$ cat config.mk
export PLATFORM = sky130hd
export DESIGN_NAME = bus_arbit_2m
export DESIGN_NICKNAME = d
export VERILOG_FILES = /design/src/rtl/bus_arbit_2m.sv
export SDC_FILE = /design/constraint.sdc
export NUM_CORES = 1
export LEC_CHECK = 0
export ABC_CLOCK_PERIOD_IN_PS = 2000
export CAP_MARGIN = 10
export CORE_AREA = 2 2 98 100
export DETAILED_ROUTE_END_ITERATION = 6
export DIE_AREA = 0 0 100 102
export SLEW_MARGIN = 15
export SYNTH_ARGS = -nofsm -noshare
export SYNTH_HDL_FRONTEND = slang
export SYNTH_SLANG_ARGS = --single-unit
$ cat constraint.sdc
create_clock -name clk_i -period 2 [get_ports clk_i]
set_input_delay 0.4 -clock clk_i [delete_from_list [all_inputs] [get_ports clk_i]]
set_output_delay 0.4 -clock clk_i [all_outputs]
set_load 0.1 [all_outputs]
$ cat src/rtl/bus_arbit_2m.sv
// Two-master bus arbiter with a slave-side multiplexer for the 16-bit-address / 64-bit-data bus.
// Define ARB_FAIRNESS_EN to build the hold-limit counter that forces handover to a waiting master.
module bus_arbit_2m #(
  parameter int unsigned MaxHold = 16
) (
  input  logic        clk_i,
  input  logic        rst_ni,
  input  logic        m0_req_i,
  input  logic        m1_req_i,
  input  logic        m0_wr_i,
  input  logic        m1_wr_i,
  input  logic [15:0] m0_addr_i,
  input  logic [15:0] m1_addr_i,
  input  logic [63:0] m0_dout_i,
  input  logic [63:0] m1_dout_i,
  output logic        m0_grant_o,
  output logic        m1_grant_o,
  output logic        s_wr_o,
  output logic [15:0] s_addr_o,
  output logic [63:0] s_din_o,
  output logic        arb_busy_o
);

  typedef enum logic [1:0] {
    StIdle = 2'b00,
    StGnt0 = 2'b01,
    StGnt1 = 2'b10
  } state_e;

  state_e state_q, state_d;
  logic   m0_grant_q, m1_grant_q;
  logic   hold_expired;

`ifdef ARB_FAIRNESS_EN
  localparam int unsigned CntW = (MaxHold > 1) ? $clog2(MaxHold) : 1;
  localparam logic [CntW-1:0] HoldLast = CntW'(MaxHold - 1);

  logic [CntW-1:0] hold_cnt_q, hold_cnt_d;

  assign hold_expired = (hold_cnt_q == HoldLast);

  // Clears on every state change, counts owned cycles, saturates at the last allowed cycle.
  always_comb begin
    hold_cnt_d = hold_cnt_q;
    if (state_d != state_q) begin
      hold_cnt_d = '0;
    end else if ((state_q == StGnt0 || state_q == StGnt1) && !hold_expired) begin
      hold_cnt_d = hold_cnt_q + CntW'(1);
    end
  end

  always_ff @(posedge clk_i or negedge rst_ni) begin
    if (!rst_ni) begin
      hold_cnt_q <= '0;
    end else begin
      hold_cnt_q <= hold_cnt_d;
    end
  end
`else
  assign hold_expired = 1'b0;
`endif

  // Owner keeps the bus while requesting, unless its hold window ran out with the other waiting.
  always_comb begin
    state_d = StIdle;
    case (state_q)
      StIdle: begin
        if (m0_req_i) begin
          state_d = StGnt0;
        end else if (m1_req_i) begin
          state_d = StGnt1;
        end else begin
          state_d = StIdle;
        end
      end
      StGnt0: begin
        if (m0_req_i && !(hold_expired && m1_req_i)) begin
          state_d = StGnt0;
        end else if (m1_req_i) begin
          state_d = StGnt1;
        end else begin
          state_d = StIdle;
        end
      end
      StGnt1: begin
        if (m1_req_i && !(hold_expired && m0_req_i)) begin
          state_d = StGnt1;
        end else if (m0_req_i) begin
          state_d = StGnt0;
        end else begin
          state_d = StIdle;
        end
      end
      default: state_d = StIdle;
    endcase
  end

  // Grants are registered alongside the state so they mirror the state register exactly.
  always_ff @(posedge clk_i or negedge rst_ni) begin
    if (!rst_ni) begin
      state_q    <= StIdle;
      m0_grant_q <= 1'b0;
      m1_grant_q <= 1'b0;
    end else begin
      state_q    <= state_d;
      m0_grant_q <= (state_d == StGnt0);
      m1_grant_q <= (state_d == StGnt1);
    end
  end

  assign m0_grant_o = m0_grant_q;
  assign m1_grant_o = m1_grant_q;
  assign arb_busy_o = m0_grant_q | m1_grant_q;

  always_comb begin
    s_wr_o   = 1'b0;
    s_addr_o = 16'h0;
    s_din_o  = 64'h0;
    unique case (state_q)
      StGnt0: begin
        s_wr_o   = m0_wr_i;
        s_addr_o = m0_addr_i;
        s_din_o  = m0_dout_i;
      end
      StGnt1: begin
        s_wr_o   = m1_wr_i;
        s_addr_o = m1_addr_i;
        s_din_o  = m1_dout_i;
      end
      default: begin
        s_wr_o   = 1'b0;
        s_addr_o = 16'h0;
        s_din_o  = 64'h0;
      end
    endcase
  end

endmodule
==> impl_summary.txt, run 1 <==
----------------------------------------------------
[Die]
  I/O pin count ... between 200 and 300
  Core Box Area ... about 0.0091 mm2
  Total Die Area ... 0.0102 mm2
  Y dimension of the die ... 102 um
  Starting density of the core ... 0.161
  Total number of placement rows ... 35
  Chip width ... roughly 100 um

[Route]
  Starting DRC count in detailed routing ... 21
  Routed len/inst ... 21.1 um
  Remaining antenna violation count after routing ... 0
  Average via count per standard cell ... 4.82
  DRC ... 0
  Overall via count from detail_route ... 2810
  Total Wirelength ... 12300 um
  Detailed-router iteration count before antenna repair ... 4

[GRT]
  Number of antenna violations at the first check in global routing ... 0
  Number of global-route vias before repair ... 2801
  GR Overflow Total ... 0
  Global-route wire length before repair ... around 15000 um
  Pin count of the biggest net entering global routing ... 45
  Aggregate global-route resource usage ... 0.187

[Timing]
  Final max-slew violation count ... 0
  Final setup fails ... 81
  Final period util ... 1.04
  Maximum operating frequency ... 480 MHz
  Final WS setup ... -0.0814 ns
  Setup repair after global routing missed its margin ... yes
  Final critical path time including I/O delays and setup ... 2.08 ns
  Count of endpoints failing hold in the final timing report ... 0
  Setup skew after layout ... 0.00363 ns
  Sum of negative setup slack ... -3.57 ns
  Headroom to the max-slew limit ... 0.816
  Transition time at the pin with the least slew margin ... 0.279 ns

[Placed design]
  Worst slack at placement ... 0.0971 ns
  Final RePlAce weighted congestion ... around 0.73
  Number of port buffers ... 249
  DP Area ... 0.00540 mm2
  Post-placement cell count ... about 550
  HPWL after detailed placement ... approximately 8100 um

[Pwr]
  Reported leakage power ... roughly 2.3 nW
  Cell area power density ... about 900 mW/mm2
  Peak ir drop on the vdd network ... between 0.0005 and 0.0006 V

[CTS]
  Clock-pin transition on the worst setup and hold timing paths ... 0.04 ns
  Clock Latency Late Sink ... approximately 0.22 ns
  Cts hold-fix bufs ... 0
  Maximum level of the CTS H-tree ... 1
  Cell at the root of the clock tree ... clkbuf_8
  CTS Sinks ... 4
  Clock buffers created by TritonCTS ... 3
  Clock tree from TritonCTS ... done
  Max Buffers Root-to-Sink ... 2

[Worst setup path]
  Critical path required time ... 1.60 ns
  Most used cell, CP ... buf_12
  Kind of launch point of the worst setup path ... register
  CP peak stage delay ... 0.40 ns
  Highest-delay cell along the critical path ... dfrtp_1
  Critical path peak fanout ... 6
  Class of the most critical setup path ... register to output port
  Cell-by-cell trace of the critical path ... buf_6 > ha_4 > buf_12 > clkbuf_16 > a22oi_2 > nor2b_4 > buf_12
  Buf+Inv Stages, Crit Path ... 4
  Critical path's top delay family ... buffers and inverters
  CP Data Arrival Time ... between 1.5 and 2 ns
  Crit end category ... output port

[Synthesis]
  Post-synthesis cell type count ... 13
  Proportion of synthesized chip area in sequential cells ... 0.0683
  Flip-flop and latch count after synthesis ... 4
  Cell area after synthesis ... 0.00147 mm2
  Mapped Avg Cell Area ... 6.91 um2
  Net count after synthesis ... roughly 380
  Top post-synthesis cells by area ... a22oi_1 42%, nor2b_1 35%, dfrtp_1 6.8%
  Yosys Warn Count ... 0
  Top-area cell type share of the netlist area ... 0.415
  Number of cells produced by synthesis ... 212
  Library cell with the largest summed area after synthesis ... a22oi_1

[Hold path]
  HP Class ... input pin to async pin

[Final layout]
  Leading cell type in the layout, fill and taps excluded ... clkdlybuf4s50_1
  Number of standard cells in the final layout excluding fillers ... 583
  Final cell utilization of the core ... 0.706
  Final design instance area without fill ... approximately 0.0064 mm2
  Fraction of layout instances using a drive strength above 1 ... 0.610
  Most frequent cells in the layout ... 165 x clkdlybuf4s50_1, 92 x buf_12, 79 x a22oi_2
  Synth-to-Final Area Change ... 339%
  Antenna Diode Count ... 0
  Nets ... about 640

[Outcome]
  Outcome ... finished, violations left
  Violations in the final reports ... negative setup slack

[Run]
  Count of max-cap constraint violations ... 0

----------------------------------------------------
[timing repair]
action	in CTS	in global routing
pin swaps	0	14
endpoints found under the setup margin	81	81
gates cloned	4	14
setup buffers	3	7
resized for setup	43	61
[cell type report]
cell class | count | area, um2
inverter | 3 | 11.3
sequential | 4 | 100
fill | 643 | 2680
tap | 111 | 139
multi-input combinational | 178 | 2170
clock buffer | 3 | 41.3
timing repair buffer | 284 | 3970
[final timing paths]
check / start / endpoint / slack (ns) / cells past startpoint
setup / recovery: state_q[0] / s_addr_o[3] / -0.08 / 7
hold / removal: rst_ni / m0_grant_o / 0.39 / 1
setup reg to reg: state_q[0] / m1_grant_o / 0.26 / 7
hold reg to reg: state_q[1] / state_q[0] / 0.83 / 4
max in group asynchronous: rst_ni / state_q[0] / 1.43 / 1
min in group clk_i: m1_req_i / m1_grant_o / 0.80 / 3
[per-stage QoR]
step / power [mW] / hold WS, ns
2_1_floorplan: 3.20 / 0.104
3_3_place_gp: 4.91 / 0.615
3_5_place_dp: 4.94 / 0.623
4_1_cts: 5.42 / 0.400
5_1_grt: 6.08 / 0.406
6_report: 5.89 / 0.390
[cells by family (layout without fill, tap and decap cells)]
family,count (synthesis),in the layout,share of synthesized area
AO/OA/AOI/OAI,87,87,0.439
flip-flops,4,4,0.0683
adder cells (fa/ha/maj),4,4,0.0342
buffers and inverters,30,290,0.0871
AND/OR/NAND/NOR,87,87,0.371
[flip-flops by register name (all words and copies together) (netlist names)]
register	count
m0_grant_o	1
state_q	2
m1_grant_o	1
[synth_stat cells]
cell type and instances:
a21oi_1 4, a22oi_1 81, buf_2 12, clkbuf_1 15, dfrtp_1 4, ha_1 4
inv_1 3, nand2b_1 3, nor2_1 1, nor2b_1 81, o21bai_1 2, or2_2 1
or3b_1 1
[layer usage]
metal  global-route usage  up-vias  wire length [um]  share of wire
li1                     -     1307                 -              -
met4               0.0242        0                92         0.0075
met1                0.190     1335              4080           0.33
met5                    0        -                 0              0
met3               0.0499        6              1040          0.084
met2                0.387      162              7060           0.58
[power breakdown]
group	switching [mW]	internal [mW]
registers	0.0101	0.0963
clock network	0.0456	0.129
logic	3.11	2.50
total	3.17	2.73
Note: power is estimated with default switching activity, not from simulation.
==> run 2, diff against run 1 <==
GPL_TIMING_DRIVEN = 0   (was not set)
==> impl_summary.txt, run 2 (synthesis gave the netlist of run 1 again) <==
----------------------------------------------------
[Outcome]
  Outcome ... finished, violations left
  Violations in the final reports ... negative setup slack

[Worst setup path]
  Critical path required time ... roughly 1.6 ns
  CP peak stage delay ... 0.40 ns
  Crit end category ... output port
  Buf+Inv Stages, Crit Path ... 4
  Most used cell, CP ... buf_12
  Critical path peak fanout ... 9
  Highest-delay cell along the critical path ... dfrtp_1
  CP Data Arrival Time ... 1.74 ns
  Class of the most critical setup path ... register to output port
  Kind of launch point of the worst setup path ... register
  Cell-by-cell trace of the critical path ... buf_6 > ha_4 > buf_12 > buf_12 > a22oi_2 > nor2b_4 > buf_12
  Critical path's top delay family ... buffers and inverters

[Timing]
  Setup skew after layout ... between 0.0015 and 0.002 ns
  Maximum operating frequency ... 468 MHz
  Sum of negative setup slack ... -3.61 ns
  Final max-slew violation count ... 0
  Final WS setup ... -0.139 ns
  Count of endpoints failing hold in the final timing report ... 0
  Headroom to the max-slew limit ... 0.368
  Final setup fails ... 80
  Final critical path time including I/O delays and setup ... 2.14 ns
  Setup repair after global routing missed its margin ... yes
  Final period util ... 1.07
  Transition time at the pin with the least slew margin ... between 0.9 and 1 ns

[GRT]
  Number of antenna violations at the first check in global routing ... 0
  GR Overflow Total ... 0
  Number of global-route vias before repair ... a little under 3000
  Global-route wire length before repair ... 16000 um
  Pin count of the biggest net entering global routing ... 11
  Aggregate global-route resource usage ... 0.199

[CTS]
  Clock tree from TritonCTS ... done
  Cts hold-fix bufs ... 0
  Maximum level of the CTS H-tree ... 1
  CTS Sinks ... 4
  Clock buffers created by TritonCTS ... 3
  Max Buffers Root-to-Sink ... 2
  Cell at the root of the clock tree ... clkbuf_8
  Clock Latency Late Sink ... ~0.22 ns
  Clock-pin transition on the worst setup and hold timing paths ... 0.03 ns

[Route]
  DRC ... 0
  Average via count per standard cell ... 4.74
  Remaining antenna violation count after routing ... 0
  Routed len/inst ... roughly 19 um
  Detailed-router iteration count before antenna repair ... 4
  Total Wirelength ... 11400 um
  Starting DRC count in detailed routing ... 31
  Overall via count from detail_route ... 2778

[Final layout]
  Leading cell type in the layout, fill and taps excluded ... clkdlybuf4s50_1
  Area occupied by multi-input gates ... 0.00226 mm2
  Final cell utilization of the core ... 0.704
  Number of flip-flops under the largest register name ... 2
  Antenna Diode Count ... 0
  Sequential standard cell area ... between 100 and 150 um2
  Final-layout fill cell count ... 654
  Register name with the most flops ... state_q
  Number of standard cells in the final layout excluding fillers ... 586
  Most frequent cells in the layout ... 165 x clkdlybuf4s50_1, 86 x buf_12, 80 x a22oi_2
  Fraction of layout instances using a drive strength above 1 ... 0.608
  Nets ... ~650
  Synth-to-Final Area Change ... 337%

[Hold path]
  HP Class ... input pin to async pin

[Die]
  Starting density of the core ... 0.161
  Total number of placement rows ... 35
  Core Box Area ... between 0.009 and 0.01 mm2
  Total Die Area ... 0.0102 mm2
  I/O pin count ... 250
  Y dimension of the die ... 102 um
  Chip width ... 100 um

[Placed design]
  Number of port buffers ... between 200 and 250
  HPWL after detailed placement ... 8310 um
  Final RePlAce weighted congestion ... 0.753
  Post-placement cell count ... 572

[Pwr]
  Cell area power density ... 931 mW/mm2
  Peak ir drop on the vdd network ... 0.000516 V
  Reported leakage power ... 2.32 nW

[Run]
  Count of max-cap constraint violations ... 0

----------------------------------------------------
run 2: changes by cell type in the layout (fill, tap and decap cells not counted), sizes merged:
| cell | before | now |
|---|---|---|
| clkbuf | 12 | 16 |
| dlygate4sd2 | 0 | 3 |
| buf | 110 | 106 |
run 2: where the power goes:
group / switching [mW] / leakage, nW / internal (mW)
Combinational: 3.12 / 2.25 / 2.58
Sequential: 0.0107 / 0.0517 / 0.0964
Clock: 0.0392 / 0.0216 / 0.128
run 2: metrics by stage:
step | setup slack (ns) | area, um2 | hold WS [ns] | total power, mW
finish | -0.139 | 6410 | 0.382 | 5.97
global route | -0.179 | 6410 | 0.405 | 6.16
CTS | -0.129 | 6180 | 0.385 | 5.73
detailed placement | -1.15 | 4570 | 0.609 | 4.23
global placement | -1.11 | 4570 | 0.611 | 4.22
floorplan | -0.306 | 1940 | 0.104 | 3.20
run 2: area by class of cell:
cell class                 count  share of cell area
buffer                        27              0.0658
sequential                     4              0.0156
tap                          111              0.0217
timing repair buffer         260               0.536
multi-input combinational    178               0.353
inverter                       3             0.00176
clock buffer                   3             0.00644
run 2: path summary, 6_finish.rpt:
kind | to | cells after the start | start | slack (ns)
setup / recovery | s_din_o[45] | 7 | state_q[0] | -0.14
hold / removal | state_q[1] | 1 | rst_ni | 0.38
setup reg to reg | m1_grant_o | 5 | state_q[0] | 0.53
hold reg to reg | state_q[0] | 4 | state_q[1] | 0.81
max in group asynchronous | m0_grant_o | 1 | rst_ni | 1.46
min in group clk_i | state_q[1] | 3 | m1_req_i | 0.80
run 2: what timing repair did:
| action | 4_1_cts | 5_1_grt |
|---|---|---|
| cloned | 3 | 3 |
| endpoints found under the setup margin | 84 | 81 |
| setup buffers | 5 | 0 |
| pin swaps | 4 | 15 |
| resized for setup | 883 | 45 |
run 2: per-layer routing:
layer / global-route usage / part of all wire
met3: 0.0472 / 0.088
met5: 0 / 0
met2: 0.401 / 0.56
met4: 0.0316 / 0.011
met1: 0.213 / 0.34
==> run 3, diff against run 2 <==
CTS_CLUSTER_DIAMETER = 150   (was not set)
==> results of run 3 <==
The final DEF is identical to that of run 2; final timing and power are the same.
